`config.mk`:
```
export PLATFORM = sky130hd
export DESIGN_NAME = full_adder_unit
export DESIGN_NICKNAME = d
export VERILOG_FILES = /design/src/rtl/full_adder_unit.sv
export SDC_FILE = /design/constraint.sdc
export NUM_CORES = 1
export LEC_CHECK = 0
export ABC_AREA = 1
export CAP_MARGIN = 40
export CORE_AREA = 2 2 39 41
export DETAILED_ROUTE_END_ITERATION = 12
export DIE_AREA = 0 0 41 43
export MAX_ROUTING_LAYER = met4
export PLACE_DENSITY = 0.41
export SLEW_MARGIN = 20
export SYNTH_ARGS = -nofsm -noshare
export SYNTH_HDL_FRONTEND = slang
export SYNTH_SLANG_ARGS = --single-unit
```
`constraint.sdc`:
```
create_clock -name clk -period 0.8 [get_ports clk]
set_input_delay 0.16 -clock clk [delete_from_list [all_inputs] [get_ports clk]]
set_output_delay 0.16 -clock clk [all_outputs]
set_load 0.01 [all_outputs]
```
`src/rtl/full_adder_unit.sv`:
```
// full_adder_unit: ripple-carry adder built from single-bit full-adder cells,
// with an optional output register so it can sit in a clocked datapath as a
// one-cycle pipeline stage. {carry, sum} = a + b + cin, with no result bits lost.

// full_adder: one ripple cell. The carry-out is generate | (propagate & carry-in).
module full_adder (
  input  logic i_a,
  input  logic i_b,
  input  logic i_c,
  output logic o_s,
  output logic o_c
);

  logic w_p;
  logic w_g;

  assign w_p = i_a ^ i_b;
  assign w_g = i_a & i_b;
  assign o_s = w_p ^ i_c;
  assign o_c = w_g | (i_c & w_p);

endmodule

// Output handshake: there is no backpressure. valid=1 means sum/carry hold a
// result computed from inputs that were qualified by en=1. In registered mode,
// valid is en delayed by one rising edge. In combinational mode, valid is en
// itself. A consumer samples sum/carry whenever it sees valid=1.
module full_adder_unit #(
  parameter int unsigned WIDTH = 1,
  parameter bit          PIPE  = 1'b1
) (
  input  logic             clk,
  input  logic             rst,
  input  logic             en,
  input  logic [WIDTH-1:0] a,
  input  logic [WIDTH-1:0] b,
  input  logic             cin,
  output logic [WIDTH-1:0] sum,
  output logic             carry,
  output logic             valid
);

  // w_c[i] is the carry into bit i; w_c[WIDTH] is the carry-out of the MSB.
  logic [WIDTH:0]   w_c;
  logic [WIDTH-1:0] w_s;

  assign w_c[0] = cin;

  // One full-adder cell per bit. The carry ripples from the LSB upward.
  for (genvar i = 0; i < WIDTH; i++) begin : g_bit
    full_adder u_fa (
      .i_a (a[i]),
      .i_b (b[i]),
      .i_c (w_c[i]),
      .o_s (w_s[i]),
      .o_c (w_c[i+1])
    );
  end

  if (PIPE) begin : g_pipe
    logic [WIDTH-1:0] r_sum;
    logic             r_carry;
    logic             r_valid;

    // Capture the result only on qualified cycles. valid tracks en every edge.
    // Reset clears everything immediately, which discards any pending result.
    always_ff @(posedge clk or posedge rst) begin
      if (rst) begin
        r_sum   <= '0;
        r_carry <= 1'b0;
        r_valid <= 1'b0;
      end else begin
        r_valid <= en;
        if (en) begin
          r_sum   <= w_s;
          r_carry <= w_c[WIDTH];
        end
      end
    end

    assign sum   = r_sum;
    assign carry = r_carry;
    assign valid = r_valid;
  end else begin : g_comb
    // Purely combinational mode: clk and rst have no effect on the datapath.
    logic w_unused_clk_rst;

    assign w_unused_clk_rst = clk ^ rst;
    assign sum   = w_s;
    assign carry = w_c[WIDTH];
    assign valid = en;
  end

endmodule

```
==> impl_metrics.csv <==
group,metric,value,unit
critical_path,critPathLaunchType,"register",
critical_path,cp_peak_stage_delay,370,ps
routing,antenna_left,0,
global_route,grt_max_degree,5,
synthesis,yosys.cell_count.top_type,"sky130_fd_sc_hd__nand2_1",
die,die_width,41,um
die,io_pins,9,
cells_and_area,fin_util,18.2,%
synthesis,synth_largest_area_cell,"sky130_fd_sc_hd__dfrtp_1",
synthesis,synth_edf_count,0,
routing,drt-vias-per-instance,3.21,
synthesis,ys.warnings.count,0,
synthesis,syn-cell-area,125,um^2
timing,finalWorstSetupSlack,-111,ps
die,core_region_area,1380,um^2
die,die_h,43,um
cts,clock_tree.root_cell,"sky130_fd_sc_hd__clkbuf_4",
timing,max_slew.worst_pin.slew,144,ps
synthesis,synth-seq-cells,3,
synthesis,avgSynthCellArea,10.4,um^2
synthesis,yosysSeqAreaShare,60.0,%
timing,fin_worst_skew,0,ps
pwr,post_layout_total_power,544,uW
synthesis,syn_inst,12,
cts,tritoncts.num_buffers,3,
synthesis,async_reset_ff_share,100,%
critical_path,critical_path.endpoint_type,"output pin",
die,dieArea,1760,um^2
timing,max-slew-margin-rel,90.4,%
critical_path,timing.critical_path.fanout_max,2,
global_route,grt_pass1_wl,545,um
placement,dp_slack,-516,ps
critical_path,reg2reg_depth,4,
cts,h-tree-depth,1,
timing,max_freq,1100,MHz
global_route,number_of_antenna_violations_at_the_first_check_in_global_routing,0,
synthesis,synth-compound-area-share,0,%
cts,clkTransAtPathRegs,40,ps
placement,io_buffers,8,
critical_path,crit_path_cell_trace,"buf_2",
global_route,grt_overflow,0,
critical_path,timing.critical_path.slowest_stage_cell,"sky130_fd_sc_hd__dfrtp_1",
cts,cts_num_sinks,3,
global_route,overall_track_demand_over_capacity_in_global_routing,5.99,%
die,floorplan.rows,14,
pwr,cellPowerDensity,2160,nW/um^2
routing,detailedRoute.firstIterationViolations,4,
critical_path,critical_path_arrival,750,ps
synthesis,combinational_family_with_the_most_area_after_synthesis,"simple AND/OR/NAND/NOR gates",
synthesis,synth.top_cell.area_share,60.0,%
timing,maxSlewViolCount,0,
timing,fin_crit_sh,114,%
cells_and_area,insertedDiodeCount,0,
synthesis,synth.cells.most_frequent,"sky130_fd_sc_hd__nand2_1, sky130_fd_sc_hd__dfrtp_1, sky130_fd_sc_hd__inv_1",
cts,clk-insertion-delay-late,230,ps
timing,fin_hold_ws,111,ps
routing,wl,338,um
min_path,holdCritPathClass,"in -> async",
timing,hold_viol,0,
critical_path,critical_path_stages,1,
timing,rsz0062_at_grt,"yes",
routing,drc,0,
timing,finalSetupViolCount,4,
cells_and_area,finish.cell_count_without_fillers,43,
cells_and_area,nets_final,35,
routing,vias,138,
synthesis,synth_flop_cell,"sky130_fd_sc_hd__dfrtp_1",
synthesis,synth_area_in_xor_xnor,0,%
outcome,violations,"negative setup slack",
routing,detail_route.wl_per_cell,7.86,um
critical_path,cp_data_required_time,640,ps
synthesis,yosys-mux-area-fraction,0,%
synthesis,ys_types,4,
global_route,grt_pass1_vias,149,
cells_and_area,layout-drive-gt1-share,40.7,%
placement,dpl.cell_count,38,
synthesis,synth_top_cells_by_area,"sky130_fd_sc_hd__dfrtp_1, sky130_fd_sc_hd__nand2_1, sky130_fd_sc_hd__fa_1",
pwr,p_leak,0.000143,uW
placement,gpl.final_weighted_congestion,0.612,
synthesis,synth-simple-area-share,18.0,%
routing,drt_pre_antenna_iters,2,
synthesis,synthAdderAreaFrac,16.0,%
die,initial_utilization,9.04,%
critical_path,critPathKind,"reg -> out",
critical_path,worstPathBufferInverterCount,1,
timing,post-route-min-period,911,ps
cts,max-clock-path-buffers,2,
cts,ctsHoldBuffers,0,
job,max_cap_violations,0,
outcome,run_status,"complete, but fails checks",
cells_and_area,flow.area_growth_from_synthesis,101,%
synthesis,syn-num-nets,19,
cts,cts_tree,"built",
critical_path,path_delay_family,"flip-flops",
pwr,max-vdd-ir-drop,0.347,mV
## cells by family after synthesis
| group | count (synthesis) |
|---|---|
| simple gates | 6 |
| flops | 3 |
| buf+inv | 2 |
| fa+ha+maj | 1 |
## metal layers
layer	part of all wire [%]	wire, um	track usage [%]
met1	42	142	4.89
met2	32	109	5.94
met3	17	57	4.71
met4	8.6	29	10.0
met5	0	0	-
## where the power goes
group / internal, uW / switching (uW)
clock network: 187 / 83.8
logic: 56.0 / 40.4
registers: 168 / 7.83
total: 412 / 132
## layout make-up
type	count	area (um^2)
multi-input cells	7	42.5
flip-flops and latches	3	75.1
well taps	16	20.0
clock buffers	4	26.3
inverters	2	7.51
repair buffers	11	80.1
fillers	159	1130
## metrics by stage
stage	cell area (um^2)	TNS [ps]
after detailed placement	240	-1620
after floorplan	125	-24.7
final	251	-326
after global placement	240	-1550
after global routing	251	-446
after CTS	246	-330
## registers in the layout, summed over array words and instances, names as in the netlist
| name | cells |
|---|---|
| valid | 1 |
| sum | 1 |
| carry | 1 |
## timing repair
item                       in CTS  in global routing
setup endpoints to repair       5                  4
buffers inserted                0                  1
gates resized for setup        20                  2
gates cloned                    0                  0
pin swaps                       2                  2
hold endpoints to repair        0                  0
## placed cells by master (no fill, tap or decap)
cell type                         instances
sky130_fd_sc_hd__nand2_1                  6
sky130_fd_sc_hd__clkbuf_1                 1
sky130_fd_sc_hd__buf_4                    3
sky130_fd_sc_hd__buf_2                    4
sky130_fd_sc_hd__clkbuf_4                 3
sky130_fd_sc_hd__dfrtp_1                  3
sky130_fd_sc_hd__dlymetal6s2s_1           1
sky130_fd_sc_hd__clkdlybuf4s15_1          1
sky130_fd_sc_hd__fa_1                     1
sky130_fd_sc_hd__clkbuf_2                 1
sky130_fd_sc_hd__inv_1                    2
sky130_fd_sc_hd__clkdlybuf4s50_1          1
## path summary, 6_finish.rpt
kind / start / to / slack, ps
max: carry$_DFFE_PP0P_ / carry / -110
min: rst / valid$_DFF_PP0_ / 110
max reg2reg: carry$_DFFE_PP0P_ / carry$_DFFE_PP0P_ / -30
min reg2reg: sum$_DFFE_PP0P_ / sum$_DFFE_PP0P_ / 580
max in group asynchronous: rst / carry$_DFFE_PP0P_ / 560
min in group clk: en / valid$_DFF_PP0_ / 120
Power figures use the tool's default switching activity.
